File: src/rtl/mtr_drv_pkg.sv
// Shared types and constants for the motor PWM drive stage.
package mtr_drv_pkg;

  localparam int PWM_BITS = 11;
  localparam int SPD_W    = 12;
  localparam int NUM_CH   = 2;   // ch0 = left, ch1 = right
  localparam logic [PWM_BITS-1:0] DUTY_RST = 11'h400;

  typedef enum logic [1:0] {LOW_ON, DT_RISE, HIGH_ON, DT_FALL} dt_state_t;

  // Signed speed -> offset-binary duty; the speed LSB is below PWM resolution.
  function automatic logic [PWM_BITS-1:0] spd2duty(input logic [SPD_W-1:0] spd);
    return {~spd[SPD_W-1], spd[SPD_W-2:1]};
  endfunction

endpackage

File: src/rtl/pwm_dt_chan.sv
// One half-leg: duty shadow, PWM compare, deadtime FSM, high-side on-time counter.
module pwm_dt_chan
  import mtr_drv_pkg::*;
#(
  parameter int DEAD  = 32,
  parameter int BLANK = 64
) (
  input  logic                clk,
  input  logic                rst,
  input  logic [PWM_BITS-1:0] cnt,
  input  logic [SPD_W-1:0]    spd,
  input  logic                load,
  input  logic                fault,     // next-cycle fault, so gates drop on the edge it sets
  output logic                hi,
  output logic                lo,
  output logic                oc_window
);

  localparam logic [7:0] DEAD_M1 = 8'(DEAD - 1);
  localparam logic [7:0] BLANK_V = 8'(BLANK);

  logic [PWM_BITS-1:0] duty_sh;
  logic                pwm_raw;
  dt_state_t           st, st_nx;
  logic [7:0]          dcnt, dcnt_nx;
  logic [7:0]          ontime;
  logic                hi_nx, lo_nx;
  logic                spd_lsb_unused;

  assign spd_lsb_unused = spd[0];

  // Duty shadow reloads only at period end; compare output is registered.
  always_ff @(posedge clk or posedge rst) begin
    if (rst) begin
      duty_sh <= DUTY_RST;
      pwm_raw <= 1'b0;
    end else begin
      if (load) duty_sh <= spd2duty(spd);
      pwm_raw <= (cnt < duty_sh);
    end
  end

  // Deadtime FSM state register.
  always_ff @(posedge clk or posedge rst) begin
    if (rst) begin
      st   <= DT_FALL;
      dcnt <= '0;
    end else begin
      st   <= st_nx;
      dcnt <= dcnt_nx;
    end
  end

  // Next state: a PWM edge during a dead interval restarts the opposite interval.
  always_comb begin
    st_nx   = st;
    dcnt_nx = dcnt;
    unique case (st)
      LOW_ON:  if (pwm_raw) begin st_nx = DT_RISE; dcnt_nx = '0; end
      DT_RISE: begin
        if (!pwm_raw)              begin st_nx = DT_FALL; dcnt_nx = '0; end
        else if (dcnt == DEAD_M1)  st_nx = HIGH_ON;
        else                       dcnt_nx = dcnt + 8'd1;
      end
      HIGH_ON: if (!pwm_raw) begin st_nx = DT_FALL; dcnt_nx = '0; end
      DT_FALL: begin
        if (pwm_raw)               begin st_nx = DT_RISE; dcnt_nx = '0; end
        else if (dcnt == DEAD_M1)  st_nx = LOW_ON;
        else                       dcnt_nx = dcnt + 8'd1;
      end
      default: begin st_nx = DT_FALL; dcnt_nx = '0; end
    endcase
  end

  // Gate decode of next state, blanked by fault.
  always_comb begin
    hi_nx = (st_nx == HIGH_ON) && !fault;
    lo_nx = (st_nx == LOW_ON)  && !fault;
  end

  // Gate registers: change on the same edge as the state.
  always_ff @(posedge clk or posedge rst) begin
    if (rst) begin
      hi <= 1'b0;
      lo <= 1'b0;
    end else begin
      hi <= hi_nx;
      lo <= lo_nx;
    end
  end

  // Saturating count of cycles spent in HIGH_ON, cleared on entry.
  always_ff @(posedge clk or posedge rst) begin
    if (rst)                                   ontime <= '0;
    else if (st_nx == HIGH_ON && st != HIGH_ON) ontime <= '0;
    else if (st == HIGH_ON && ontime != 8'hFF)  ontime <= ontime + 8'd1;
  end

  // Over-current is honoured only once switching noise has settled.
  assign oc_window = (st == HIGH_ON) && (ontime >= BLANK_V);

endmodule

File: src/rtl/mtr_pwm_drv.sv
// Two-channel motor gate driver: period counter, latched over-current, two deadtime channels.
module mtr_pwm_drv
  import mtr_drv_pkg::*;
#(
  parameter int DEAD  = 32,
  parameter int BLANK = 64
) (
  input  logic              clk,
  input  logic              rst,
  input  logic [SPD_W-1:0]  lft_spd,
  input  logic [SPD_W-1:0]  rght_spd,
  input  logic              ovr_i,
  output logic              lft_hi,
  output logic              lft_lo,
  output logic              rght_hi,
  output logic              rght_lo,
  output logic              fault
);

  logic [PWM_BITS-1:0]           cnt;
  logic                          load;
  logic                          fault_nx;
  logic [NUM_CH-1:0][SPD_W-1:0]  spd;
  logic [NUM_CH-1:0]             hi, lo, ocw;

  assign spd      = {rght_spd, lft_spd};
  assign load     = &cnt;
  assign fault_nx = fault | (ovr_i & |ocw);

  // Free-running period counter; keeps counting through a fault.
  always_ff @(posedge clk or posedge rst) begin
    if (rst) cnt <= '0;
    else     cnt <= cnt + 1'b1;
  end

  // Sticky over-current latch, cleared only by reset.
  always_ff @(posedge clk or posedge rst) begin
    if (rst) fault <= 1'b0;
    else     fault <= fault_nx;
  end

  for (genvar c = 0; c < NUM_CH; c++) begin : g_ch
    pwm_dt_chan #(.DEAD(DEAD), .BLANK(BLANK)) u_chan (
      .clk       (clk),
      .rst       (rst),
      .cnt       (cnt),
      .spd       (spd[c]),
      .load      (load),
      .fault     (fault_nx),
      .hi        (hi[c]),
      .lo        (lo[c]),
      .oc_window (ocw[c])
    );
  end

  assign lft_hi  = hi[0];
  assign lft_lo  = lo[0];
  assign rght_hi = hi[1];
  assign rght_lo = lo[1];

endmodule

File: config.mk
export PLATFORM = sky130hd
export DESIGN_NAME = mtr_pwm_drv
export DESIGN_NICKNAME = d
export VERILOG_FILES = /design/src/rtl/mtr_drv_pkg.sv /design/src/rtl/pwm_dt_chan.sv /design/src/rtl/mtr_pwm_drv.sv
export SDC_FILE = /design/constraint.sdc
export NUM_CORES = 1
export LEC_CHECK = 0
export BUFFER_PORTS_ARGS = -buffer_cell sky130_fd_sc_hd__buf_2
export CORE_MARGIN = 2
export CORE_UTILIZATION = 40
export DETAILED_ROUTE_END_ITERATION = 10
export PLACE_DENSITY = 0.67
export SYNTH_ARGS = -nofsm -noshare
export SYNTH_HDL_FRONTEND = slang
export SYNTH_HIERARCHICAL = 1
export SYNTH_SLANG_ARGS = --single-unit
File: constraint.sdc
create_clock -name clk -period 3.8 [get_ports clk]
set_input_delay 0.19 -clock clk [delete_from_list [all_inputs] [get_ports clk]]
set_output_delay 0.19 -clock clk [all_outputs]
set_load 0.01 [all_outputs]
# After elaboration in Yosys (flattened, before gate mapping)
# Cells that the tools add are included.
[totals] ff_bits=76 inputBits=27 output_inout_bits=5 elab_cells=98
[op_classes] addsub=5 magnitude_cmp=4 eq_ne=18 muxes=30 bitwise_logic=4 reduce_logical=21
[op_table] cell="8-bit 2-to-1 mux" count=14
[op_table] cell="8-bit one-hot mux with 4 select lines" count=2
[op_table] cell="8-bit by 1-bit adder with 8-bit output (second input constant)" count=4
[op_table] cell="2-bit 2-to-1 mux" count=12
[op_table] cell="11-bit < comparator" count=2
[op_table] cell="8-bit by 5-bit equality test with 1-bit output (second input constant)" count=2
[op_table] cell="8-bit by 7-bit >= comparator with 1-bit output (second input constant)" count=2
[op_table] cell="8-bit != test (second input constant)" count=2
[op_table] cell="2-bit one-hot mux with 4 select lines" count=2
[op_table] cell="2-bit equality test (second input constant)" count=6
[op_table] cell="11-bit by 1-bit adder with 11-bit output (second input constant)" count=1
[op_table] cell="11-bit AND reduction" count=1
[op_table] cell="1-bit logical AND" count=10
[op_table] cell="2-bit zero test" count=4
[op_table] cell="2-bit != test (second input constant)" count=4
[op_table] cell="2-bit by 1-bit equality test with 1-bit output (second input constant)" count=2
[op_table] cell="2-bit by 1-bit != test with 1-bit output (second input constant)" count=2
[op_table] cell="2-bit AND reduction" count=2
[op_table] cell="2-bit nonzero test" count=2
[op_table] cell="1-bit inverter" count=2
[op_table] cell="2-bit OR reduction" count=1
[op_table] cell="1-bit AND" count=1
[op_table] cell="1-bit zero test" count=1
[op_table] cell="1-bit OR" count=1

# Longest topological paths before layout
# Gate-level depths: netlist of the first run.
[depth] word_depth=7 depth_mapped=6 depth_no_buf=6

# Cells and area by module
# Netlist of the first run, hierarchy kept.
[by_module_without_submodules] mod="pwm_dt_chan" instances=2 cells_each=174 area_per_inst_um2=1732.9 seq_area_each_um2=804.5
[by_module_without_submodules] mod="mtr_pwm_drv" instances=1 cells_each=39 area_per_inst_um2=493.0 seq_area_each_um2=300.3

# Worst setup path before layout of the first run
# Ideal clock, no wire load.
[synth_timing] path_kind="register to register" start="reg cnt[0]" end="reg g_ch[0].u_chan.duty_sh[1]" setup_time_ps=83 arrival_time_ps=1493 required_ps=3717 setup_slack_ps=2224 stages_incl_launch_ff=7 path_buffers=1 period_less_slack_ps=1576 path_cell_list="dfrtp_1 -> ha_1 -> nand4_2 -> nor2_1 -> clkbuf_1 -> nand2_1 -> o21ai_0"
[synth_between] elab_chain_cells=1
[synth_rtl] item="start: declaration" line_no="mtr_pwm_drv.sv:20" rtl="logic [PWM_BITS-1:0] cnt;"
[synth_rtl] item="start signal: assignment" line_no="mtr_pwm_drv.sv:33" rtl="else cnt <= cnt + 1'b1;"
[synth_rtl] item="11-bit AND reduction" line_no="mtr_pwm_drv.sv:27" rtl="assign load = &cnt;"
[synth_rtl] item="via load" line_no="mtr_pwm_drv.sv:21" rtl="logic load;"
[synth_rtl] item="end signal: assignment" line_no="pwm_dt_chan.sv:38" rtl="if (load) duty_sh <= spd2duty(spd);"
[synth_rtl] item="end: declaration" line_no="pwm_dt_chan.sv:22" rtl="logic [PWM_BITS-1:0] duty_sh;"
# The timed path passes the listed nets, and every way through them passes these cells.
# A chain may end at the register's enable or synchronous reset.

# Worst setup path after layout of the first run
[layout_timing] start="reg cnt[1]" end="reg g_ch[0].u_chan.duty_sh[0]"
# Same word-level chain as after synthesis.

==> summary.txt, run 1 <==
Num CTS Buffers - 9
Max Fanout on Critical Path - 21
Sink Count - 76
1st-iter DRT viols - 65
worst-margin pin slew - 496 ps
CP required - 4030 ps
final setup fails - 0
number of flops mapped to enable cells by yosys - 0
IO Pins - 32
most frequent cells after synthesis - 70 x dfrtp_1, 31 x inv_1, 31 x nand2_1
final antenna-violating net count - 0
Synth Area in Simple Gates - 17.8%
largest family of logic cells by synthesized area - simple AND/OR/NAND/NOR gates
share of layout cells above drive strength 1 - 17.4%
Seq/Total Area, Yosys - 48.2%
Leakage - 0.00219 uW
Clock H-tree levels - 3
initial antenna violation count - 0
nets@finish - 478
count of cell types in the netlist - 48
IO buf count - 29
gr usage total - 15.3%
top-count cell post-synth - dfrtp_1
PD cells - 337 mW/mm^2
Synth Flop Type - dfrtp_1
global route overflow - 0
CTS tree - done
MaxCap Viol Count - 0
final instance area - 0.00450 sq mm
area delta synth->final - 13.7%
Initial Utilization - 40.9%
Synth Net Count - 439
total core area - 0.00968 sq mm
full die area - 0.0107 sq mm
first-pass GRT wire length - 13000 um
adder-cell share of the synthesized area - 7.90%
Hold Vio Cnt, Final - 0
reg2reg setup slack - 2030 ps
final period utilization - 46.6%
vias in the first global route - 2930
type of the tightest min-delay check - in -> reg
cells after synthesis - 387
largest net degree at the start of global routing - 33
Slew Limit Fails - 0
Placed Cells - 545
mux contribution to synthesized area - 1.58%
status - completed
hold endpoint - g_ch[1].u_chan/duty_sh[3]
Worst-Skew Late Latency - 340 ps
row count - 36
clock transition at the registers of the reported paths - 80 ps
# resized after CTS - 0
CTS Hold Bufs - 3
Startpoint Class - flop
ys async rst share - 100%
CTS root buf - clkbuf_8
largest cells by area after synthesis - dfrtp_1 44%, ha_1 7.9%, dfstp_2 4.0%
fmax - 565 MHz
clk buf depth - 2
critical setup path kind - reg -> reg
Die H - 103 um
WL per Instance - 13.0 um
final worst slack - 2030 ps
DP Area - 0.00426 sq mm
Mapped Avg Cell Area - 10.2 sq um
DIE WIDTH - 103 um
Post-Syn Area - 0.00396 sq mm
Sum Neg Setup Slack - 0 ps
Rel. slew slack - 66.9%
Worst Setup End Kind - flop
GPL Wtd Cong - 0.805
CP Data Arrival Time - 2000 ps
Syn. warnings - 6
XOR/XNOR Fraction of Synth Area - 5.09%
Hold Path Stages - 3
Non-Filler Instances - 564
post-synth top area share - 44.2%
worst r2r path cells - 5
RSZ-0062 raised after global routing - no
Hold Path Origin - rght_spd[4]
FF-to-FF Start - cnt[1]
via count - 2935
final wirelength - 7330 um
hold slack - 50.7 ps
Synth area leader - dfrtp_1
Post-DP HPWL - 5410 um
Seq cells post-synth - 76
Vias/cell - 5.20
post-place setup slack - 2010 ps
# DRC - 0
Clock Skew - 8.74 ps
# Post-CTS Setup Buffers - 0
number of diodes - 0
VDD IR max - 0.192 mV
reg-to-reg endpoint - g_ch[0].u_chan/duty_sh[0]
post-synthesis compound-gate area fraction - 15.3%
drt first pass iters - 4
filler cell count - 929
minimum clock period - 1770 ps
==> cell usage in the layout (no fill, tap or decap), drive strengths merged, types with 2 or more instances in the layout <==
| master | netlist | final |
|---|---|---|
| and2b | 2 | 2 |
| and4 | 7 | 7 |
| o21a | 4 | 4 |
| a21oi | 22 | 22 |
| buf | 4 | 33 |
| nor3 | 4 | 4 |
| inv | 31 | 31 |
| mux2 | 2 | 2 |
| dfrtp | 70 | 70 |
| dfstp | 6 | 6 |
| a31oi | 2 | 2 |
| and3 | 8 | 8 |
| a41oi | 4 | 4 |
| o211ai | 2 | 2 |
| a211oi | 6 | 6 |
| nand2 | 31 | 31 |
| ha | 25 | 25 |
| mux2i | 4 | 4 |
| nand3 | 15 | 15 |
| nor2 | 25 | 25 |
| xnor2 | 14 | 14 |
| a21o | 6 | 6 |
| nand2b | 3 | 3 |
| nor2b | 2 | 2 |
| o21ai | 33 | 33 |
| nor3b | 6 | 6 |
| bufinv | 0 | 2 |
| dlygate4sd3 | 0 | 3 |
| or2 | 4 | 4 |
| o22ai | 2 | 2 |
| nand4 | 10 | 10 |
| xor2 | 9 | 9 |
| nor4b | 2 | 2 |
| and2 | 4 | 4 |
| o31a | 2 | 2 |
| a2111oi | 4 | 4 |
| nand4b | 2 | 2 |
| clkbuf | 4 | 12 |
| a22o | 2 | 2 |
| o2bb2ai | 4 | 4 |
==> critical path: stages, from the launching register on <==
cell and delay, ps:
dfrtp_1 480, ha_1 310, nand4_2 150, nor2_2 130
buf_4 230, mux2_2 350
==> through the flow <==
| step | power, uW | utilization (%) |
|---|---|---|
| 5_1_grt | 1580 | 46.5 |
| 2_1_floorplan | 836 | - |
| 4_1_cts | 1540 | 46.5 |
| 3_3_place_gp | 855 | 43.9 |
| 6_report | 1520 | 46.5 |
| 3_5_place_dp | 856 | 43.9 |
==> sequential cells by signal, indices dropped and copies added, names as in the netlist <==
name	cells
g_ch.u_chan/pwm_raw	2
g_ch.u_chan/dcnt	16
g_ch.u_chan/duty_sh	22
g_ch.u_chan/st	4
g_ch.u_chan/lo	2
cnt	11
g_ch.u_chan/hi	2
fault	1
g_ch.u_chan/ontime	16
==> power by group <==
group          switching, uW  total [uW]  internal, uW
logic                   19.8        31.9          12.1
registers                  0         808           808
clock network            288         675           387
total                    308        1520          1210
==> layer usage <==
metal / routed length [um] / up-vias / track usage (%)
li1: - / 1458 / -
met5: 0 / - / 0
met1: 3360 / 1417 / 18.8
met4: 55 / 0 / 3.74
met3: 286 / 8 / 4.30
met2: 3630 / 52 / 26.7
==> area by class of cell <==
class | count | area, sq um | area share [%]
Inverter | 31 | 116 | 2.58
Tap cell | 133 | 166 | 3.70
Sequential cell | 76 | 1910 | 42.4
Clock inverter | 4 | 72.6 | 1.61
Multi-Input combinational cell | 272 | 1890 | 41.9
Timing Repair Buffer | 36 | 205 | 4.56
Clock buffer | 12 | 145 | 3.22
==> cells by family after synthesis <==
kind of cell	Yosys count
AO/OA/AOI/OAI	93
XOR/XNOR	23
adder cells (fa/ha/maj)	25
buffers and inverters	39
flip-flops	76
multiplexers	6
AND/OR/NAND/NOR	125
==> how the worst max path moves through the flow <==
stage	cells past startpoint	start	slack (ps)	end
after global placement	5	cnt[0]	2030	g_ch[1].u_chan/duty_sh[0]
after global routing	5	cnt[0]	1910	g_ch[1].u_chan/duty_sh[0]
after CTS	5	cnt[1]	2000	g_ch[1].u_chan/duty_sh[0]
final	5	cnt[1]	2030	g_ch[0].u_chan/duty_sh[0]
after floorplan	6	cnt[0]	2220	g_ch[0].u_chan/duty_sh[1]
after detailed placement	5	cnt[0]	2010	g_ch[1].u_chan/duty_sh[0]
(Power assumes the default switching activity.)
==> run 2, diff against run 1 <==
PLACE_DENSITY = 0.69   (was 0.67)
clock period = 1.55 ns   (was 3.8 ns; I/O delays follow)
==> run 2 against run 1 <==
Effect of this change: critical path depth rose by 1; sequential share of layout area fell by 5.4 points; setup slack got worse by 2000 ps; total power rose by 130%; clock skew rose by 2.9 ps; core utilization rose by 6.8 points; die area did not move; worst hold slack improved by 69 ps; global-route usage rose by 1.4 points; register-to-register slack got worse by 2000 ps; critical path type unchanged.
==> summary.txt, run 2 (synthesis gave the netlist of run 1 again) <==
CTS tree - done
Largest register FFs - 22 (unchanged)
fmax - 665 MHz (+18%)
largest net degree at the start of global routing - 33 (unchanged)
Die H - 103 um (unchanged)
final core utilization - 53.3% (+6.8 points)
Sink Count - 76 (unchanged)
Slew Limit Fails - 0 (unchanged)
WL per Instance - 13.5 um (+4.1%)
MaxCap Viol Count - 0 (unchanged)
nets@finish - 538 (+13%)
Placed Cells - 576 (+5.7%)
full die area - 0.0107 sq mm (unchanged)
type of the tightest min-delay check - in -> reg
RSZ-0062 raised after global routing - yes
Initial Utilization - 40.9% (unchanged)
clk buf depth - 2 (unchanged)
status - completed
worst-margin pin slew - 497 ps (+0.868 ps)
Max Fanout on Critical Path - 3 (-86%)
Largest Register - g_ch.u_chan/duty_sh
CP Data Arrival Time - 1800 ps (-200 ps)
row count - 36 (unchanged)
Worst Setup End Kind - flop
vias in the first global route - 3216 (+9.8%)
VDD IR max - 0.412 mV (+110%)
Rel. slew slack - 66.8% (about the same)
Leakage - 0.00250 uW (+14%)
area delta synth->final - 30.4%
Clock Skew - 11.6 ps (+2.89 ps)
Post-DP HPWL - 5790 um (+7.1%)
Largest regs - g_ch.u_chan/duty_sh: 22 flops, g_ch.u_chan/dcnt: 16 flops, g_ch.u_chan/ontime: 16 flops
# DRC - 0 (unchanged)
CP required - 1840 ps (-2190 ps)
most common cell after layout, fill and taps aside - dfrtp_1
final period utilization - 97.1% (+51 points)
Worst-Skew Late Latency - 370 ps (+30 ps)
final setup fails - 0 (unchanged)
critical setup path kind - reg -> reg
gr usage total - 16.7% (+1.4 points)
minimum clock period - 1500 ps (-265 ps)
CTS root buf - clkbuf_8
initial antenna violation count - 0 (unchanged)
DIE WIDTH - 103 um (unchanged)
Startpoint Class - flop
first-pass GRT wire length - 13800 um (+6.1%)
final wirelength - 8440 um (+15%)
clock transition at the registers of the reported paths - 80 ps (about the same)
Non-Filler Instances - 624 (+11%)
Clock H-tree levels - 3 (unchanged)
share of layout cells above drive strength 1 - 29.5% (+12 points)
total core area - 0.00968 sq mm (unchanged)
1st-iter DRT viols - 87 (+34%)
PD cells - 682 mW/mm^2 (+100%)
IO Pins - 32 (unchanged)
Hold Vio Cnt, Final - 0 (unchanged)
GPL Wtd Cong - 0.829 (+2.9%)
hold slack - 120 ps (+69.5 ps)
Vias/cell - 5.08 (-2.4%)
commonest cells after routing, fill and taps aside - 69 x dfrtp_1, 40 x buf_4, 31 x inv_1
IO buf count - 29 (unchanged)
drt first pass iters - 6 (+2)
number of diodes - 0 (unchanged)
Num CTS Buffers - 9 (unchanged)
global route overflow - 0 (unchanged)
total power - 3520 uW (+130%)
via count - 3168 (+7.9%)
final antenna-violating net count - 0 (unchanged)
-- run 2: cell count changes in the layout (fill, tap and decap cells not counted), moves of 3 or more --
cell           change
buf_6              +3
and3_4             +3
ha_1               -3
dlygate4sd3_1     +20
nor3b_2            +4
o21ai_0            -3
nor3b_1            -4
and3_1             -3
buf_4             +36
-- run 2: routing by layer --
metal | up-vias | track usage, % | share of wire (%)
met5 | - | 0 | 0
met3 | 9 | 5.38 | 3.5
met4 | 0 | 5.97 | 1.0
met1 | 1544 | 19.2 | 43
li1 | 1566 | - | -
met2 | 49 | 29.2 | 53
-- run 2: through the flow --
step	TNS [ps]	area [sq um]	setup WS, ps
detailed placement	0	4490	27.7
finish	0	5160	45.2
CTS	-0.563	4910	-0.563
global route	-85.4	5160	-25.9
floorplan	0	3960	47.9
global placement	0	4490	28.2
-- run 2: worst max-delay path, stage by stage (launching register included) --
cell and delay [ps]:
dfrtp_1 400, buf_4 140, ha_1 300, a21o_1 180, a21oi_1 140, o21ai_1 90
o22ai_1 180
-- run 2: cell type report --
cell class,count,area (sq um)
Fill cell,843,4520
Multi-Input combinational cell,272,2050
Sequential cell,76,1910
Timing Repair Buffer,96,729
Tap cell,133,166
Clock buffer,11,151
Inverter,31,116
Clock inverter,5,35.0
-- run 2: report_power, final --
| group | internal, uW | switching, uW |
|---|---|---|
| clock | 670 | 747 |
| combinational | 64.2 | 56.0 |
| sequential | 1980 | 0 |
-- run 2: final timing paths --
check                                           startpoint                         end  slack, ps  cells after the start
worst max-delay path                                cnt[5]      g_ch[1].u_chan/pwm_raw         50                      6
worst min-delay path                                 ovr_i                       fault        120                      3
worst max register to register                      cnt[5]      g_ch[1].u_chan/pwm_raw         50                      6
worst min register to register  g_ch[0].u_chan/duty_sh[10]  g_ch[0].u_chan/duty_sh[10]        490                      2
max in group asynchronous                              rst  g_ch[1].u_chan/duty_sh[10]        720                      4
min in group asynchronous                              rst      g_ch[1].u_chan/dcnt[1]        260                      3
-- run 2: what timing repair did --
| item | 4_1_cts | 5_1_grt |
|---|---|---|
| hold buffers | 23 | 0 |
| gates cloned | 0 | 0 |
| endpoints found under the setup margin | 4 | 46 |
| buffers inserted | 0 | 9 |
| pin swaps | 0 | 11 |
| hold endpoints to repair | 70 | 0 |
| resized for setup | 2 | 48 |
==> run 3, diff against run 2 <==
ABC_AREA = 1   (was not set)
CORE_ASPECT_RATIO = 0.75   (was not set)
CORE_UTILIZATION = 55   (was 40)
PLACE_DENSITY = 0.87   (was 0.69)
==> run 3 against run 2 <==
Effect of this change: the run now ends with negative setup slack left; die area shrank 19%; routed wire length rose by 28%; combinational power is essentially flat; global-route usage rose by 8.3 points; setup slack lost 79 ps; synthesized cell count grew 39%; final area grew 5.5%; maximum frequency is 5.0% lower; synthesized area grew 10%.
==> summary.txt, run 3 <==
failing checks - negative setup slack
status - finished, violations left
IO buf count - 29 (unchanged)
minimum clock period - 1580 ps (+78.8 ps)
commonest cells after routing, fill and taps aside - 134 x nand2_1, 73 x inv_1, 66 x dfrtp_1
Mapped Avg Cell Area - 8.11 sq um (-21%)
ys async rst share - 100% (unchanged)
reg2reg setup slack - -30 ps (-80 ps)
vias in the first global route - 3783 (+18%)
number of flops mapped to enable cells by yosys - 0 (unchanged)
Post-DP HPWL - 6560 um (+13%)
MaxCap Viol Count - 0 (unchanged)
row count - 28 (-22%)
Die H - 81.2 um (-22%)
final instance area - 0.00544 sq mm (+5.5%)
via count - 3918 (+24%)
worst-margin pin slew - 485 ps (-12.4 ps)
area delta synth->final - 24.6%
filler cell count - 525 (-38%)
Hold Vio Cnt, Final - 0 (unchanged)
Largest Register - g_ch.u_chan/duty_sh
drt first pass iters - 5 (-1)
Post-Syn Area - 0.00437 sq mm (+10%)
Top Family by Delay on Critical Path - simple AND/OR/NAND/NOR gates
number of diodes - 0 (unchanged)
Clock Skew - 6.56 ps (-5.07 ps)
Clock H-tree levels - 3 (unchanged)
delay of the slowest cell on the worst path - 410 ps (about the same)
Vias/cell - 5.37 (+5.9%)
CTS tree - done
GPL Wtd Cong - 0.885 (+6.7%)
DP Area - 0.00472 sq mm (+5.1%)
initial antenna violation count - 0 (unchanged)
total core area - 0.00781 sq mm (-19%)
nets@finish - 671 (+25%)
CTS root buf - clkbuf_8
PD cells - 677 mW/mm^2 (-0.72%)
Sum Neg Setup Slack - -106 ps (-106 ps)
Synth Net Count - 591 (+35%)
Initial Utilization - 55.9% (+15 points)
1st-iter DRT viols - 275 (+220%)
fmax - 631 MHz (-5.0%)
clock transition at the registers of the reported paths - 80 ps (about the same)
Startpoint Class - flop
CP required - 1830 ps (about the same)
final wirelength - 10800 um (+28%)
Max Fanout on Critical Path - 5 (+2)
first-pass GRT wire length - 16900 um (+22%)
# DRC - 0 (unchanged)
most common cell after layout, fill and taps aside - nand2_1
final worst slack - -33.6 ps (-78.8 ps)
Seq cells post-synth - 76 (unchanged)
FF-to-FF Start - cnt[1]
type of the tightest min-delay check - in -> reg
RSZ-0062 raised after global routing - yes
clk buf depth - 2 (unchanged)
largest net degree at the start of global routing - 33 (unchanged)
WL per Instance - 14.9 um (+9.9%)
crit path launch - cnt[1]
Slew Limit Fails - 0 (unchanged)
final antenna-violating net count - 0 (unchanged)
Worst Setup End Kind - flop
register area - 0.00191 sq mm (+0.20%)
Worst-Skew Late Latency - 360 ps (about the same)
Multi-input gate area - 0.00224 sq mm (+9.3%)
top-count cell post-synth - nand2_1
Largest register FFs - 22 (unchanged)
full die area - 0.00868 sq mm (-19%)
Num CTS Buffers - 9 (unchanged)
IO Pins - 32 (unchanged)
Leakage - 0.00283 uW (+13%)
CP max-delay cell - dfrtp_1
DIE WIDTH - 107 um (+3.3%)
Sink Count - 76 (unchanged)
Non-Filler Instances - 729 (+17%)
Seq/Total Area, Yosys - 43.7% (-4.5 points)
share of layout cells above drive strength 1 - 26.6% (-2.9 points)
global route overflow - 0 (unchanged)
total power - 3680 uW (+4.7%)
CP Data Arrival Time - 1870 ps (+70 ps)
VDD IR max - 0.484 mV (+17%)
post-synth top area share - 40.1% (-4.2 points)
cells after synthesis - 539 (+39%)
largest cells by area after synthesis - dfrtp_1 40%, nand2_1 12%, ha_1 7.2%
Crit path buffers/inverters - 2 (+1)
critical setup path kind - reg -> reg
Rel. slew slack - 67.6% (+0.83 points)
most frequent cells after synthesis - 144 x nand2_1, 79 x inv_1, 70 x dfrtp_1
Synth area leader - dfrtp_1
count of cell types in the netlist - 28 (-42%)
Synth Flop Type - dfrtp_1
gr usage total - 25.0% (+8.3 points)
Largest regs - g_ch.u_chan/duty_sh: 22 flops, g_ch.u_chan/dcnt: 16 flops, g_ch.u_chan/ontime: 16 flops
Hold Path Origin - ovr_i
Syn. warnings - 6 (unchanged)
final period utilization - 102% (+5.1 points)
final setup fails - 7 (+7)
critical-path cell list - ha_4 > nand2_4 > nor2_4 > nand2_2 > nor2_4 > buf_12 > clkbuf_16 > nand2_2 > o21ai_1
Placed Cells - 680 (+18%)
run 3: changes by cell type after synthesis, moves of 7 or more:
cell     before  now
nand2_1      31  144
inv_1        31   79
nand3_1      15   44
inv_2         0   14
nor2_1       23   37
a21oi_1      20   10
nand2_4       0   10
xnor2_1      14    4
and3_1        7    0
run 3: metrics by stage:
stage	hold WS, ps	setup WS (ps)	util, %
after floorplan	-57.8	-38.2	-
after CTS	4.06	-36.3	66.9
after global routing	208	-99.0	69.7
after detailed placement	151	-37.1	60.4
after global placement	145	44.4	60.4
final	224	-33.6	69.7
run 3: logic make-up (layout without fill, tap and decap cells):
family	Yosys count	in the layout	synth area share, %
AO/OA/AOI/OAI	60	60	7.79
XOR/XNOR	11	11	2.20
adder cells (fa/ha/maj)	25	25	7.16
buffers and inverters	97	182	8.33
flip-flops	76	76	43.7
AND/OR/NAND/NOR	270	270	30.8
run 3: worst min-delay path, stage by stage:
cell     delay [ps]
buf_2            90
o21ai_0          80
nand2_1         170
buf_4           140
run 3: what timing repair did:
| action | CTS | global route |
|---|---|---|
| setup endpoints to repair | 7 | 34 |
| gates resized for setup | 8 | 57 |
| buffers inserted | 1 | 6 |
| gates cloned | 2 | 1 |
| endpoints found under the hold margin | 92 | 0 |
| hold buffers | 23 | 0 |
| pin swaps | 2 | 13 |
run 3: power by group:
| part | switching [uW] | internal [uW] |
|---|---|---|
| logic | 60.5 | 62.9 |
| clock network | 746 | 834 |
| registers | 0 | 1980 |
run 3: final timing paths:
kind,to,depth (start not counted)
worst min-delay path,fault,4
worst max-delay path,g_ch[1].u_chan/duty_sh[7],9
worst min register to register,g_ch[0].u_chan/duty_sh[10],2
worst max register to register,g_ch[1].u_chan/duty_sh[7],9
max in group asynchronous,g_ch[1].u_chan/duty_sh[10],4
min in group asynchronous,cnt[9],3
run 3: layout make-up:
| type | instances | area share (%) |
|---|---|---|
| timing repair buffer | 73 | 10.9 |
| inverter | 93 | 6.41 |
| clock buffer | 11 | 2.78 |
| tap | 105 | 2.41 |
| sequential | 76 | 35.2 |
| clock inverter | 5 | 1.08 |
| multi-input combinational | 366 | 41.2 |
run 3: metal layers:
metal / share of wire (%) / wire [um] / vias to the layer above / global-route usage, %
li1: - / - / 1863 / -
met1: 40 / 4380 / 1853 / 30.7
met2: 50 / 5460 / 160 / 42.4
met3: 6.2 / 668 / 42 / 6.82
met4: 3.1 / 333 / 0 / 10.0
met5: 0 / 0 / - / 0
